$ cat src/rtl/key_shift_rx_pkg.sv
`default_nettype none
`timescale 1ns / 1ps
// +--------------------------------------------------------------------------+
// | key_shift_rx_pkg : shared shift-register FSM encodings and timing.       |
// | Rev 1.0                                                                  |
// +--------------------------------------------------------------------------+
package key_shift_rx_pkg;

  typedef enum logic [2:0] {
    ST_IDLE     = 3'd0,
    ST_LOAD     = 3'd1,
    ST_SHIFT_LO = 3'd2,
    ST_SHIFT_HI = 3'd3,
    ST_FIN      = 3'd4
  } shift_state_e;

  localparam int unsigned C_CLK_DIV_DEFAULT     = 4;
  localparam int unsigned C_SCAN_PERIOD_DEFAULT = 100000;

  // Counter width able to hold 0..n-1, never narrower than one bit.
  function automatic int unsigned cnt_width(input int unsigned n);
    return (n > 1) ? $clog2(n) : 1;
  endfunction

endpackage : key_shift_rx_pkg
`default_nettype wire

$ cat src/rtl/key_debounce.sv
`default_nettype none
`timescale 1ns / 1ps
// +--------------------------------------------------------------------------+
// | key_debounce : scan-to-scan stability filter for the captured vector.    |
// | Rev 1.0                                                                  |
// +--------------------------------------------------------------------------+
module key_debounce
  import key_shift_rx_pkg::*;
#(
  parameter int unsigned WIDTH    = 8,
  parameter int unsigned DEBOUNCE = 3
) (
  input  logic             clk,
  input  logic             rst,
  input  logic             fin_i,
  input  logic [WIDTH-1:0] shift_i,
  input  logic [WIDTH-1:0] raw_i,
  output logic [WIDTH-1:0] dout_o,
  output logic             chg_o
);

  localparam int unsigned     CW    = cnt_width(DEBOUNCE + 1);
  localparam logic [CW-1:0]   C_SAT = CW'(DEBOUNCE);

  logic [CW-1:0]    stab_q;
  logic [CW-1:0]    stab_d;
  logic [WIDTH-1:0] dout_q;
  logic             chg_q;

  // raw_i still holds the previous scan here, so a mismatch restarts the run.
  always_comb begin
    stab_d = stab_q;
    if (shift_i != raw_i) begin
      stab_d = CW'(1);
    end else if (stab_q == C_SAT) begin
      stab_d = C_SAT;
    end else begin
      stab_d = stab_q + CW'(1);
    end
  end

  always_ff @(posedge clk or posedge rst) begin
    if (rst) begin
      stab_q <= '0;
      dout_q <= '0;
      chg_q  <= 1'b0;
    end else begin
      chg_q <= 1'b0;
      if (fin_i) begin
        stab_q <= stab_d;
        if ((stab_d == C_SAT) && (shift_i != dout_q)) begin
          dout_q <= shift_i;
          chg_q  <= 1'b1;
        end
      end
    end
  end

  assign dout_o = dout_q;
  assign chg_o  = chg_q;

endmodule : key_debounce
`default_nettype wire

$ cat src/rtl/key_shift_rx.sv
`default_nettype none
`timescale 1ns / 1ps
// +--------------------------------------------------------------------------+
// | key_shift_rx : periodic 165-style PISO reader with debounced output.     |
// | Rev 1.0                                                                  |
// +--------------------------------------------------------------------------+
module key_shift_rx
  import key_shift_rx_pkg::*;
#(
  parameter int unsigned WIDTH       = 8,
  parameter int unsigned CLK_DIV     = C_CLK_DIV_DEFAULT,
  parameter int unsigned SCAN_PERIOD = C_SCAN_PERIOD_DEFAULT,
  parameter int unsigned DEBOUNCE    = 3
) (
  input  logic             clk,
  input  logic             rst,
  input  logic             scan_en_i,
  input  logic             scan_req_i,
  input  logic             sft_q_i,
  output logic             sft_pl_o,
  output logic             sft_shcp_o,
  output logic [WIDTH-1:0] raw_o,
  output logic [WIDTH-1:0] dout_o,
  output logic             done_o,
  output logic             chg_o,
  output logic             busy_o
);

  localparam int unsigned   DW         = cnt_width(CLK_DIV);
  localparam int unsigned   IW         = cnt_width(WIDTH);
  localparam int unsigned   TW         = cnt_width(SCAN_PERIOD);
  localparam logic [DW-1:0] C_DIV_LAST = DW'(CLK_DIV - 1);
  localparam logic [IW-1:0] C_IDX_TOP  = IW'(WIDTH - 1);
  localparam logic [TW-1:0] C_TMR_LAST = TW'(SCAN_PERIOD - 1);

  shift_state_e     state_q;
  logic [DW-1:0]    div_q;
  logic [IW-1:0]    idx_q;
  logic [WIDTH-1:0] shift_q;
  logic [WIDTH-1:0] raw_q;
  logic             pend_q;
  logic             busy_q;
  logic             done_q;
  logic             pl_q;
  logic             shcp_q;
  logic [TW-1:0]    tmr_q;
  logic [TW-1:0]    tmr_d;
  logic             tick_w;
  logic             start_w;
  logic             fin_w;

  always_comb begin
    tmr_d = tmr_q;
    if (!scan_en_i || (tmr_q == C_TMR_LAST)) begin
      tmr_d = '0;
    end else begin
      tmr_d = tmr_q + TW'(1);
    end
  end

  assign tick_w  = scan_en_i && (tmr_q == C_TMR_LAST);
  assign start_w = tick_w || scan_req_i;
  assign fin_w   = (state_q == ST_FIN);

  always_ff @(posedge clk or posedge rst) begin
    if (rst) begin
      tmr_q <= '0;
    end else begin
      tmr_q <= tmr_d;
    end
  end

  always_ff @(posedge clk or posedge rst) begin
    if (rst) begin
      state_q <= ST_IDLE;
      div_q   <= '0;
      idx_q   <= '0;
      shift_q <= '0;
      raw_q   <= '0;
      pend_q  <= 1'b0;
      busy_q  <= 1'b0;
      done_q  <= 1'b0;
      pl_q    <= 1'b1;
      shcp_q  <= 1'b0;
    end else begin
      done_q <= 1'b0;
      if (start_w && (state_q != ST_IDLE) && (state_q != ST_FIN)) begin
        pend_q <= 1'b1;
      end
      case (state_q)
        ST_IDLE: begin
          if (start_w) begin
            state_q <= ST_LOAD;
            div_q   <= '0;
            pl_q    <= 1'b0;
            shcp_q  <= 1'b0;
            busy_q  <= 1'b1;
          end
        end
        ST_LOAD: begin
          if (div_q == C_DIV_LAST) begin
            state_q <= ST_SHIFT_LO;
            div_q   <= '0;
            idx_q   <= C_IDX_TOP;
            pl_q    <= 1'b1;
          end else begin
            div_q <= div_q + DW'(1);
          end
        end
        // Sample just before the rising shift clock, while Q7 is settled.
        ST_SHIFT_LO: begin
          if (div_q == C_DIV_LAST) begin
            shift_q[idx_q] <= sft_q_i;
            state_q        <= ST_SHIFT_HI;
            div_q          <= '0;
            shcp_q         <= 1'b1;
          end else begin
            div_q <= div_q + DW'(1);
          end
        end
        ST_SHIFT_HI: begin
          if (div_q == C_DIV_LAST) begin
            div_q  <= '0;
            shcp_q <= 1'b0;
            if (idx_q == '0) begin
              state_q <= ST_FIN;
            end else begin
              idx_q   <= idx_q - IW'(1);
              state_q <= ST_SHIFT_LO;
            end
          end else begin
            div_q <= div_q + DW'(1);
          end
        end
        ST_FIN: begin
          raw_q  <= shift_q;
          done_q <= 1'b1;
          pend_q <= 1'b0;
          div_q  <= '0;
          if (pend_q || start_w) begin
            state_q <= ST_LOAD;
            pl_q    <= 1'b0;
            busy_q  <= 1'b1;
          end else begin
            state_q <= ST_IDLE;
            busy_q  <= 1'b0;
          end
        end
        default: begin
          state_q <= ST_IDLE;
          busy_q  <= 1'b0;
          pl_q    <= 1'b1;
          shcp_q  <= 1'b0;
        end
      endcase
    end
  end

  key_debounce #(
    .WIDTH    (WIDTH),
    .DEBOUNCE (DEBOUNCE)
  ) u_debounce (
    .clk     (clk),
    .rst     (rst),
    .fin_i   (fin_w),
    .shift_i (shift_q),
    .raw_i   (raw_q),
    .dout_o  (dout_o),
    .chg_o   (chg_o)
  );

  assign sft_pl_o   = pl_q;
  assign sft_shcp_o = shcp_q;
  assign raw_o      = raw_q;
  assign done_o     = done_q;
  assign busy_o     = busy_q;

endmodule : key_shift_rx
`default_nettype wire
$ cat config.mk
export PLATFORM = sky130hd
export DESIGN_NAME = key_shift_rx
export DESIGN_NICKNAME = d
export VERILOG_FILES = /design/src/rtl/key_shift_rx_pkg.sv /design/src/rtl/key_debounce.sv /design/src/rtl/key_shift_rx.sv
export SDC_FILE = /design/constraint.sdc
export NUM_CORES = 1
export LEC_CHECK = 0
export ABC_AREA = 0
export ABC_CLOCK_PERIOD_IN_PS = 5900
export BUFFER_PORTS_ARGS = -buffer_cell sky130_fd_sc_hd__buf_4
export CORE_MARGIN = 5
export CORE_UTILIZATION = 55
export CTS_CLUSTER_SIZE = 8
export DETAILED_ROUTE_END_ITERATION = 8
export GPL_ROUTABILITY_DRIVEN = 0
export PLACE_DENSITY = 0.75
export SLEW_MARGIN = 20
export SYNTH_ARGS = -nofsm -noshare
export SYNTH_HDL_FRONTEND = slang
export SYNTH_SLANG_ARGS = --single-unit
$ cat constraint.sdc
create_clock -name clk -period 5.9 [get_ports clk]
set_input_delay 0.885 -clock clk [delete_from_list [all_inputs] [get_ports clk]]
set_output_delay 0.885 -clock clk [all_outputs]
set_load 0.03 [all_outputs]
Word level (Yosys, flattened, before mapping)
Index checks and enable logic that the tools add are counted.
W data, S select, Z words.
{"block": "totals", "word_cells": 100, "output_inout_bits": 21, "ff_bits": 57}
{"block": "op_classes", "magnitude_cmp": 2, "muxes": 34, "eq_ne": 17, "n_reduce_logical": 26, "n_addsub": 4, "bitwise_logic": 3}
{"op": "$mux W3", "n": 8}
{"op": "$add A17 B1 Y17 const B", "n": 1}
{"op": "$eq A17 B17 Y1 const B", "n": 1}
{"op": "$mux W17", "n": 1}
{"op": "$ne A8 B8 Y1", "n": 2}
{"op": "$reduce_and A4 Y1", "n": 4}
{"op": "$pmux W3 S5", "n": 1}
{"op": "$mux W1", "n": 13}
{"op": "$ne A2 B2 Y1 const B", "n": 5}
{"op": "$bwmux W8", "n": 1}
{"op": "$mux W2", "n": 4}
{"op": "$pmux W1 S4", "n": 2}
{"op": "$reduce_and A2 Y1", "n": 4}
{"op": "$eq A2 B2 Y1 const B", "n": 3}
{"op": "$eq A3 B2 Y1 const B", "n": 2}
{"op": "$logic_not A3 Y1", "n": 2}
{"op": "$pmux W2 S3", "n": 1}
{"op": "$pmux W3 S2", "n": 1}
{"op": "$reduce_bool A3 Y1", "n": 2}
{"op": "$logic_and A1 B1 Y1", "n": 5}
{"op": "$add A2 B1 Y2 const B", "n": 2}
{"op": "$lt A3 B4 Y1 const B", "n": 1}
{"op": "$reduce_bool A2 Y1", "n": 2}
{"op": "$reduce_or A2 Y1", "n": 2}
{"op": "12 further kinds", "n": 16}

Longest topological paths before layout
Gate-level depths: netlist of the first run.
{"block": "logic_depth", "ltp_word": 7, "ltp_mapped": 7}

Modules after synthesis
A second synthesis of the first run with hierarchy kept.
{"block": "hier_totals", "cells_unflattened": 252, "hier_area_um2": 2834.0}
{"mod": "key_shift_rx", "seq_area_each_um2": 1152.4, "n_inst": 1, "cells_per_inst": 203, "area_each_um2": 2245.9}
{"mod": "key_debounce", "seq_area_each_um2": 275.3, "n_inst": 1, "cells_per_inst": 49, "area_each_um2": 588.1}

Worst setup path after synthesis of the first run
OpenSTA, ideal clock, no wires.
{"block": "synth_path", "kind": "flip-flop to flip-flop", "startpoint": "reg raw_q[5] (netlist: raw_o[5])", "endpoint": "reg u_debounce.dout_q[0] (netlist: u_debounce.dout_o[0])", "t_arrival_ns": 1.801, "n_path_buf": 0, "required_ns": 5.775, "stages_incl_launch_ff": 6, "slack_ns": 3.974, "path_cell_list": "dfrtp_1 xor2_1 nor4_1 nand2_1 nor3_4 mux2_2"}
{"block": "synth_between", "elab_chain_len": 5}
{"element": "from (decl)", "line_no": "key_shift_rx.sv:40", "text": "logic [WIDTH-1:0] raw_q;"}
{"element": "from (signal assigned)", "line_no": "key_shift_rx.sv:136", "text": "raw_q <= shift_q;"}
{"element": "$ne A8 B8 Y1", "line_no": "key_debounce.sv:33", "text": "if (shift_i != raw_i) begin"}
{"element": "$mux W2", "line_no": "key_debounce.sv:33"}
{"element": "$eq A2 B2 Y1", "line_no": "key_debounce.sv:51", "text": "if ((stab_d == C_SAT) && (shift_i != dout_q)) begin"}
{"element": "$logic_and A1 B1 Y1", "line_no": "key_debounce.sv:51"}
{"element": "$reduce_and A2 Y1 (no line)"}
{"element": "to (signal assigned)", "line_no": "key_debounce.sv:52", "text": "dout_q <= shift_i;"}
{"element": "to (decl)", "line_no": "key_debounce.sv:27", "text": "logic [WIDTH-1:0] dout_q;"}
No other way between the ends.
A chain may end at the register's enable or synchronous reset.

Final worst setup path of the first run
{"block": "layout_path", "startpoint": "reg state_q[0]", "endpoint": "reg u_debounce.dout_q[5] (netlist: u_debounce.dout_o[5])"}
{"block": "layout_between", "elab_chain_len": 2}
{"element": "from (decl)", "line_no": "key_shift_rx.sv:36", "text": "shift_state_e state_q;"}
{"element": "from (signal assigned)", "line_no": "key_shift_rx.sv:75", "text": "state_q <= ST_IDLE;"}
{"element": "from (signal assigned)", "line_no": "key_shift_rx.sv:93", "text": "state_q <= ST_LOAD;"}
{"element": "from (signal assigned)", "line_no": "key_shift_rx.sv:102", "text": "state_q <= ST_SHIFT_LO;"}
{"element": "$eq A3 B3 Y1", "line_no": "key_shift_rx.sv:63", "text": "assign fin_w = (state_q == ST_FIN);"}
{"element": "$reduce_and A2 Y1 (no line)"}
No other way between the ends.

==> results of run 1 <==
==> layer usage <==
metal	GRT usage, %	vias up	wire, um
li1	-	951	-
met1	22.9	911	2410
met2	28.1	41	2390
met3	5.04	13	218
met4	9.80	0	148
met5	0	-	0
==> power by group <==
| group | leakage [nW] | internal, W | switching (W) |
|---|---|---|---|
| combinational | 0.654 | 0.00000882 | 0.0000143 |
| clock | 0.0929 | 0.000191 | 0.000145 |
| sequential | 0.754 | 0.000395 | 0.00000615 |
==> state kept, by name, summed over array words and instances, names as in the netlist, 2 cells and up <==
| signal | cells |
|---|---|
| tmr_q | 17 |
| state_q | 3 |
| u_debounce.dout_o | 8 |
| div_q | 2 |
| idx_q | 3 |
| raw_o | 8 |
| u_debounce.stab_q | 2 |
| shift_q | 8 |
==> cell type report <==
| class | instances | area share (%) |
|---|---|---|
| clock buffers | 11 | 4.19 |
| well taps | 67 | 2.68 |
| inverters | 7 | 0.839 |
| clock inverters | 4 | 1.44 |
| flip-flops and latches | 57 | 45.6 |
| repair buffers | 26 | 6.23 |
| multi-input cells | 191 | 39.0 |
==> cells by family after synthesis <==
kind of cell	synth area share, %
AND/OR/NAND/NOR	20.1
flip-flops	52.7
adder cells (fa/ha/maj)	1.85
buffers and inverters	2.22
multiplexers	7.02
AO/OA/AOI/OAI	6.09
XOR/XNOR	10.0
==> metrics by stage <==
stage	power, W	worst slack [ns]	util, %
final	0.000760	3.73	65.9
after global placement	0.000432	3.79	62.2
after floorplan	0.000423	3.62	-
after global routing	0.000794	3.58	65.9
after CTS	0.000773	3.73	65.9
after detailed placement	0.000432	3.74	62.2
==> worst paths after layout <==
check | from | to | slack, ns | cells past startpoint
setup / recovery | state_q[0] | u_debounce.dout_o[5] | 3.73 | 4
hold / removal | tmr_q[0] | tmr_q[0] | 0.49 | 1
setup reg to reg | state_q[0] | u_debounce.dout_o[5] | 3.73 | 4
hold reg to reg | tmr_q[0] | tmr_q[0] | 0.49 | 1
max in group asynchronous | rst | raw_o[3] | 4.69 | 3
min in group asynchronous | rst | div_q[0] | 0.76 | 3
==> cell usage in the layout (no fill, tap or decap), types with 4 or more instances in the layout <==
cell	netlist	routed
nand2_1	44	44
mux2_2	16	16
dfrtp_1	56	56
buf_4	0	26
a21oi_1	7	7
xnor2_1	17	17
inv_1	7	6
nor2_1	24	24
o21ai_0	7	7
nand3_1	10	10
nor3_1	4	4
clkbuf_8	0	9
xor2_1	14	14
ha_1	4	4
and3_1	4	4
==> impl_results.md, run 1 <==
- H-tree Lvls: 3
- Row count: 25
- Yosys cell types: 39
- EDFF count, synth: 0
- Die area: approximately 0.0064 mm2
- Pwr/cell area: 243 mW/mm2
- Area occupied by registers: 0.00143 mm2
- Crit path DAT: 2.38 ns
- # fillers: 400
- Final setup vio count: 0
- Top cells by count, synth: dfrtp_1 (56), nand2_1 (44), nor2_1 (24)
- Slew Limit Fails: 0
- Worst slew margin relative to its limit: 53.9%
- Vias in the first global route: 1917
- Cts bufs inserted: 9
- Synth Area per Inst: around 10 um2
- Ant. Diodes: 0
- Post-cts sizing count: 0
- Area growth syn-to-layout: 15.6%
- Global route overflow: 0
- Setup crit start kind: flop
- Synth Cell Area: 0.00271 mm2
- Cell with the most instances after synthesis: dfrtp_1
- Die Ht: 80.2 um
- Clock sinks: 57
- Hpwl dp: 3550 um
- Sequential area share after synthesis: 52.7%
- Status: completed
- RSZ-0062 raised after global routing: false
- Starting DRT DRC Count: 72
- Worst-path cell chain: nor2_2 -> nand2_1 -> nor3_4 -> mux2_2
- Vias/cell: 5.28
- FF+latch count, synth: 57
- Leakage: between 1.5 and 2 nW
- Antenna-violating nets left: 0
- Cell taking the most area after synthesis: dfrtp_1
- Crit path kind: flop to flop
- Fin area: between 0.003 and 0.004 mm2
- Slowest-stage cell, CP: nor3_4
- Io pins: 26
- Max incr delay on CP: 0.52 ns
- Peak supply drop: 128 uV
- Final min period: ~2.2 ns
- Vias: between 1500 and 2000
- Placed Cells: 348
- Initial antenna violation count: 0
- TNS Setup: 0 ns
- Global Route Usage Sum: 18.2%
- Synth top area cells: dfrtp_1 (52%), mux2_2 (6.6%), nand2_1 (6.1%), xnor2_1 (5.5%), xor2_1 (4.5%)
- Synth warn: 0
- Primary FF master, synth: dfrtp_1
- Die Wd: 80.2 um
- Period utilization: 36.8%
- IO buf count: 25
- Final hold slack: 0.493 ns
- Multi-input gate area: 0.00122 mm2
- Worst-path clk slew: 0.06 ns
- Crit. End Element: flop
- Nets: 301
- Drt first pass iters: 4
- WP buf/inv: 0
- Starting density of the core: between 50 and 60%
- First-pass GRT wire length: approximately 8900 um
- Synth Net Count: 273
- Min-delay worst type: flop to flop
- CTS tree: done
- Layout cell share with drive strength beyond 1: 20.3%
- Final WL: 5170 um
- Gate Count Post-Synth: 264
- Setup Skew: between 0.01 and 0.015 ns
- Crit path max-delay family: simple AND/OR/NAND/NOR gates
- CTS root buffer: clkbuf_8
- Worst-margin pin slew: 0.691 ns
- Layout Cells excl Fill: approximately 360
- Largest net degree at the start of global routing: 58
- Clock Path Buffers: 2
- Placed cell areas: between 0.002 and 0.003 mm2
- Core Box Area: about 0.0048 mm2
- Final hold vios: 0
- CTS Hold Bufs: 0
- DR WL/cell: about 14 um
- Share of the synthesized area in the top cell type: 51.7%
- Drc violations: 0
- Post-synth ARST share: 100%
- Fmax: between 400 and 500 MHz
- Max Cap Viol: 0
- Crit-path max FO: 13
- Setup Fix Bufs, Post-CTS: 0
- CP Data Required Time: 6.11 ns
- Skew-Pair Late Insertion Delay: between 0.3 and 0.4 ns
No activity file was read; power rests on OpenSTA's default activity.
==> run 2: changes to the inputs <==
--- a/config.mk
+++ b/config.mk
@@ -6,7 +6,7 @@
 export NUM_CORES = 1
 export LEC_CHECK = 0
 export ABC_AREA = 0
-export ABC_CLOCK_PERIOD_IN_PS = 5900
+export ABC_CLOCK_PERIOD_IN_PS = 2100
 export BUFFER_PORTS_ARGS = -buffer_cell sky130_fd_sc_hd__buf_4
 export CORE_MARGIN = 5
 export CORE_UTILIZATION = 55
==> constraint.sdc (replaced) <==
create_clock -name clk -period 2.1 [get_ports clk]
set_input_delay 0.315 -clock clk [delete_from_list [all_inputs] [get_ports clk]]
set_output_delay 0.315 -clock clk [all_outputs]
set_load 0.03 [all_outputs]
==> run 2 against run 1 <==
Effect of this change:
- die area unchanged
- global-route usage up 0.85 points
- non-clock buffer count up 15
- critical endpoint unchanged
- largest cell class unchanged
==> impl_results.md, run 2 (synthesis results as in run 1) <==
- Status: completed (unchanged)
- Vias: 1993 (was 1916)
- Crit path kind: flop to flop (unchanged)
- Initial antenna violation count: 0 (unchanged)
- Clock sinks: 57 (unchanged)
- Final hold vios: 0 (unchanged)
- Drt first pass iters: 4 (unchanged)
- Global Route Usage Sum: 19.0% (was 18.2%)
- Ant. Diodes: 0 (unchanged)
- Die Ht: 80.2 um (unchanged)
- IO buf count: 25 (unchanged)
- Skew-Pair Late Insertion Delay: 0.33 ns (about the same)
- Met2 Routed Length: 2510 um (was 2390 um)
- Most common cell after layout, fill and taps aside: dfrtp_1 (unchanged)
- Core Box Area: 0.00475 mm2 (unchanged)
- H-tree Lvls: 3 (unchanged)
- Fmax: 511 MHz (was 461 MHz)
- Period utilization: 93.2% (was 36.8%)
- Vias/cell: 5.26 (was 5.28)
- RSZ-0062 raised after global routing: false (unchanged)
- Worst-path cell chain: xor2_1 -> nor4_1 -> nand2_1 -> nor3_4 -> buf_4 -> mux2_2 (was nor2_2 -> nand2_1 -> nor3_4 -> mux2_2)
- Row count: 25 (unchanged)
- CTS tree: done (unchanged)
- Max Cap Viol: 0 (unchanged)
- Die area: 0.00643 mm2 (unchanged)
- Pwr/cell area: 744 mW/mm2 (was 243 mW/mm2)
- Hpwl dp: 3740 um (was 3550 um)
- Nets: 316 (was 301)
- Cts bufs inserted: 9 (unchanged)
- Max FFs per register: 17 (unchanged)
- Io pins: 26 (unchanged)
- Worst-margin pin slew: 0.499 ns (was 0.691 ns)
- Crit. End Element: flop (unchanged)
- Starting density of the core: 57.0% (unchanged)
- Die Wd: 80.2 um (unchanged)
- Clock Path Buffers: 2 (unchanged)
- Final setup vio count: 0 (unchanged)
- Vias in the first global route: 1998 (was 1917)
- DR WL/cell: 14.1 um (was 14.2 um)
- Largest reg by FF count: tmr_q (unchanged)
- First-pass GRT wire length: 9270 um (was 8910 um)
- Max incr delay on CP: 0.43 ns (was 0.52 ns)
- Antenna-violating nets left: 0 (unchanged)
- Most frequent cells in the layout: dfrtp_1 (56), nand2_1 (44), buf_4 (40) (was dfrtp_1 (56), nand2_1 (44), buf_4 (26))
- Slew Limit Fails: 0 (unchanged)
- Worst-path clk slew: 0.06 ns (about the same)
- Final min period: 1.96 ns (was 2.17 ns)
- Leakage: 1.61 nW (was 1.50 nW)
- Setup Fix Bufs, Post-CTS: 0 (unchanged)
- Global route overflow: 0 (unchanged)
- Layout cell share with drive strength beyond 1: 24.7% (was 20.3%)
- Largest net degree at the start of global routing: 23 (was 58)
- Starting DRT DRC Count: 85 (was 72)
- Min-delay worst type: input port to flop (was flop to flop)
- Met1 WL: 2490 um (was 2410 um)
- Crit path DAT: 2.17 ns (was 2.38 ns)
- Crit-path max FO: 6 (was 13)
- Final WL: 5360 um (was 5170 um)
- Slowest-stage cell, CP: dfrtp_1 (was nor3_4)
- TNS Setup: 0 ns (unchanged)
- Final hold slack: 0.233 ns (was 0.493 ns)
- Drc violations: 0 (unchanged)
- CTS root buffer: clkbuf_8 (unchanged)
- # fillers: 371 (was 400)
- Area growth syn-to-layout: 22.9% (was 15.6%)
- Setup crit start kind: flop (unchanged)
- Worst slew margin relative to its limit: 66.2% (was 53.9%)
- Top Metal Used: met4 (unchanged)
- Met3 wire length: 219 um (was 218 um)
- Peak supply drop: 436 uV (was 128 uV)
- CP Data Required Time: 2.32 ns (was 6.11 ns)
- Setup Skew: 0.00570 ns (was 0.0118 ns)
==> run 2: cell count changes in the layout (fill, tap and decap cells not counted), sizes merged <==
cell | before | now
clkinv | 3 | 1
dlygate4sd3 | 0 | 1
buf | 26 | 40
bufinv | 1 | 3
clkbuf | 11 | 12
==> run 2: cell type report <==
type | count | area, um2 | share of cell area, %
clock buffer | 12 | 155 | 4.66
clock inverter | 4 | 98.8 | 2.97
inverter | 7 | 26.3 | 0.789
multi-input combinational | 191 | 1230 | 36.9
sequential | 57 | 1430 | 42.9
tap | 67 | 83.8 | 2.52
timing repair buffer | 41 | 310 | 9.32
==> run 2: power breakdown <==
part | switching (W) | internal, W
registers | 0.0000112 | 0.00111
logic | 0.0000482 | 0.0000351
clock network | 0.000418 | 0.000855
==> run 2: metal layers <==
layer	GRT usage [%]	up-vias
li1	-	987
met2	29.9	57
met1	24.0	935
met3	3.36	14
met5	0	-
met4	12.3	0
==> run 2: metrics by stage <==
stage / setup slack (ns) / instances / total power, W / area [um2] / utilization (%)
after floorplan: 0.174 / 264 / 0.00119 / 2710 / -
after global placement: 0.135 / 362 / 0.00122 / 3060 / 64.4
after detailed placement: 0.128 / 362 / 0.00122 / 3060 / 64.4
after CTS: 0.115 / 379 / 0.00251 / 3320 / 69.9
after global routing: 0.0329 / 379 / 0.00258 / 3330 / 70.1
final: 0.142 / 379 / 0.00248 / 3330 / 70.1
==> run 2: worst max-delay path, delay by kind of cell, from the launching register on <==
kind | cells | cell delay, ns
XOR/XNOR | 1 | 0.18
buffers and inverters | 1 | 0.18
multiplexers | 1 | 0.33
AND/OR/NAND/NOR | 3 | 0.73
flip-flops | 1 | 0.43
==> run 2: worst paths after layout <==
| kind | startpoint | to | slack (ns) | depth (start not counted) |
|---|---|---|---|---|
| setup / recovery | shift_q[1] | u_debounce.dout_o[5] | 0.14 | 6 |
| hold / removal | scan_en_i | tmr_q[2] | 0.23 | 2 |
| setup reg to reg | shift_q[1] | u_debounce.dout_o[5] | 0.14 | 6 |
| hold reg to reg | tmr_q[0] | tmr_q[0] | 0.49 | 1 |
| max in group asynchronous | rst | shift_q[3] | 0.93 | 4 |
| min in group asynchronous | rst | tmr_q[10] | 0.54 | 3 |
==> run 2: what timing repair did <==
item                                    CTS  global route
gates resized for setup                   0             2
endpoints found under the setup margin    0             4
hold endpoints to repair                 19             0
hold buffers                              1             0
==> run 3: changes to the inputs <==
--- a/config.mk
+++ b/config.mk
@@ -6,13 +6,14 @@
 export NUM_CORES = 1
 export LEC_CHECK = 0
 export ABC_AREA = 0
-export ABC_CLOCK_PERIOD_IN_PS = 2100
+export ABC_CLOCK_PERIOD_IN_PS = 1700
 export BUFFER_PORTS_ARGS = -buffer_cell sky130_fd_sc_hd__buf_4
 export CORE_MARGIN = 5
-export CORE_UTILIZATION = 55
+export CORE_UTILIZATION = 53
 export CTS_CLUSTER_SIZE = 8
 export DETAILED_ROUTE_END_ITERATION = 8
 export GPL_ROUTABILITY_DRIVEN = 0
+export GPL_TIMING_DRIVEN = 0
 export PLACE_DENSITY = 0.75
 export SLEW_MARGIN = 20
 export SYNTH_ARGS = -nofsm -noshare
==> constraint.sdc (replaced) <==
create_clock -name clk -period 1.7 [get_ports clk]
set_input_delay 0.255 -clock clk [delete_from_list [all_inputs] [get_ports clk]]
set_output_delay 0.255 -clock clk [all_outputs]
set_load 0.03 [all_outputs]
==> run 3 against run 2 <==
Effect of this change:
- the flow now finishes with violations (setup timing)
- worst setup slack worse by 0.30 ns
- routed wire length is 6.1% higher
- worst hold slack worse by 0.20 ns
- clock power is 12% higher
- sequential share of layout area is 2.0 points lower
- final cell count is 1.6% higher
- die area is 3.3% higher
- first-iteration DRC count is 18% higher
- global-route usage is 0.24 points higher
- critical path depth is 1 higher
- maximum frequency is 5.5% higher
==> impl_results.md, run 3 (synthesis results as in run 1) <==
- Status: complete, but fails checks (was completed)
- Failing checks: setup timing
- CTS root buffer: clkbuf_8 (unchanged)
- Placed Cells: 359 (was 362)
- Leakage: 1.61 nW (about the same)
- Pwr/cell area: 829 mW/mm2 (was 744 mW/mm2)
- Worst-margin pin slew: 0.680 ns (was 0.499 ns)
- IO buf count: 25 (unchanged)
- Setup Skew: 0.00674 ns (was 0.00570 ns)
- GR peak layer: met2 (unchanged)
- Core Box Area: 0.00504 mm2 (was 0.00475 mm2)
- Final min period: 1.86 ns (was 1.96 ns)
- Placed cell areas: 0.00304 mm2 (was 0.00306 mm2)
- Worst Setup Slack, final: -0.157 ns (was 0.142 ns)
- Drc violations: 0 (unchanged)
- DR WL/cell: 14.8 um (was 14.1 um)
- Vias: 2023 (was 1993)
- Max Cap Viol: 0 (unchanged)
- Starting DRT DRC Count: 100 (was 85)
- Period utilization: 109% (was 93.2%)
- First-pass GRT wire length: 9630 um (was 9270 um)
- Pre-CTS WS: -0.481 ns (was 0.128 ns)
- Most common cell after layout, fill and taps aside: dfrtp_1 (unchanged)
- Io pins: 26 (unchanged)
- Worst slew margin relative to its limit: 54.7% (was 66.2%)
- H-tree Lvls: 3 (unchanged)
- CP startpoint: shift_q[1] (unchanged)
- GR Util met2: 31.9% (was 29.9%)
- Die Wd: 81.5 um (was 80.2 um)
- Most frequent cells in the layout: dfrtp_1 (47), nand2_1 (42), buf_4 (38) (was dfrtp_1 (56), nand2_1 (44), buf_4 (40))
- Slew Limit Fails: 0 (unchanged)
- Setup crit start kind: flop (unchanged)
- Worst r2r dst: u_debounce.dout_o[6] (was u_debounce.dout_o[5])
- Initial antenna violation count: 0 (unchanged)
- RR Startpoint: shift_q[1] (unchanged)
- Antenna-violating nets left: 0 (unchanged)
- Drt first pass iters: 4 (unchanged)
- Largest reg by FF count: tmr_q (unchanged)
- Global route overflow: 0 (unchanged)
- CP Data Required Time: 1.92 ns (was 2.32 ns)
- Peak supply drop: 691 uV (was 436 uV)
- Crit-path max FO: 9 (was 6)
- Ant. Diodes: 0 (unchanged)
- TNS Setup: -1.45 ns (was 0 ns)
- Worst-path cell chain: buf_4 -> xnor2_1 -> nand4_1 -> o21ai_0 -> nor3_4 -> buf_12 -> mux2_4 (was xor2_1 -> nor4_1 -> nand2_1 -> nor3_4 -> buf_4 -> mux2_2)
- Die area: 0.00664 mm2 (was 0.00643 mm2)
- Crit. End Element: flop (unchanged)
- Hpwl dp: 3620 um (was 3740 um)
- Clock sinks: 57 (unchanged)
- RSZ-0062 raised after global routing: true (was false)
- Largest net degree at the start of global routing: 58 (was 23)
- Min-delay worst type: input port to async pin (was input port to flop)
- Max FFs per register: 17 (unchanged)
- CTS tree: done (unchanged)
- Global Route Usage Sum: 19.2% (was 19.0%)
- Met3 Resource Use GR: 3.51% (was 3.36%)
- Cts bufs inserted: 9 (unchanged)
- Worst-path clk slew: 0.06 ns (about the same)
- Final WL: 5690 um (was 5360 um)
- Layout cell share with drive strength beyond 1: 32.7% (was 24.7%)
- Row count: 26 (was 25)
- Nets: 319 (was 316)
- Crit path DAT: 2.07 ns (was 2.17 ns)
- Slowest-stage cell, CP: dfrtp_2 (was dfrtp_1)
- Die Ht: 81.5 um (was 80.2 um)
- Worst-case reg-to-reg path depth: 7 (was 6)
- Clock Path Buffers: 2 (unchanged)
- R2R Setup Slk: -0.16 ns (was 0.14 ns)
- Fin area: 0.00352 mm2 (was 0.00333 mm2)
- Fmax: 539 MHz (was 511 MHz)
- Final setup vio count: 12 (was 0)
- Total power: 0.00292 W (was 0.00248 W)
- Max incr delay on CP: 0.44 ns (was 0.43 ns)
- Layout Cells excl Fill: 385 (was 379)
- Vias/cell: 5.25 (was 5.26)
- Final hold vios: 0 (unchanged)
- Area growth syn-to-layout: 29.9% (was 22.9%)
- Starting density of the core: 53.7% (was 57.0%)
- Crit path kind: flop to flop (unchanged)
- M1 GR Usage: 23.9% (was 24.0%)
- Vias in the first global route: 2062 (was 1998)
- Skew-Pair Late Insertion Delay: 0.33 ns (about the same)
## run 3: changes by cell type in the layout (fill, tap and decap cells not counted), sizes merged
cell,previous run,this run
clkbuf,12,19
clkinv,1,0
buf,40,39
dlygate4sd3,1,0
bufinv,3,2
## run 3: report_power, final
part,internal [W],total (W),switching [W],leakage [nW]
combinational,0.0000482,0.000112,0.0000640,0.754
clock,0.000908,0.00142,0.000508,0.111
sequential,0.00137,0.00139,0.0000187,0.742
## run 3: worst max path at each step
stage,end,slack (ns),depth (start not counted)
final,u_debounce.dout_o[6],-0.16,7
after global placement,raw_o[5],-0.82,2
after global routing,u_debounce.dout_o[6],-0.23,6
after detailed placement,u_debounce.dout_o[6],-0.48,5
after floorplan,u_debounce.dout_o[0],-0.20,5
after CTS,u_debounce.dout_o[5],-0.18,6
## run 3: worst max-delay path, delay by kind of cell, from the launching register on
family          cells  cell delay, ns
simple gates        2            0.22
buf+inv             2            0.30
mux                 1            0.29
xor+xnor            1            0.16
compound gates      1            0.33
flops               1            0.44
## run 3: timing repair
item / 4_1_cts / 5_1_grt
setup endpoints to repair: 45 / 45
resized for setup: 22 / 18
pin swaps: 9 / 6
setup buffers: 11 / 2
hold buffers: 0 / 0
hold endpoints to repair: 0 / 0
## run 3: per-stage QoR
stage	hold WS, ns	utilization (%)
floorplan	0.384	-
global placement	0.474	60.3
detailed placement	0.420	60.4
CTS	0.0582	68.3
global route	0.101	69.8
finish	0.0352	69.8
## run 3: layout make-up
| cell class | instances | area, um2 |
|---|---|---|
| clock inverters | 2 | 60.1 |
| inverters | 7 | 28.8 |
| well taps | 70 | 87.6 |
| multi-input cells | 191 | 1420 |
| plain buffers | 6 | 26.3 |
| fillers | 364 | 1520 |
| repair buffers | 38 | 298 |
| clock buffers | 14 | 163 |
| flip-flops and latches | 57 | 1440 |
## run 3: per-layer routing
metal / wire, um / vias to the layer above
met5: 0 / -
li1: - / 990
met1: 2510 / 990
met4: 130 / 0
met3: 146 / 11
met2: 2900 / 32
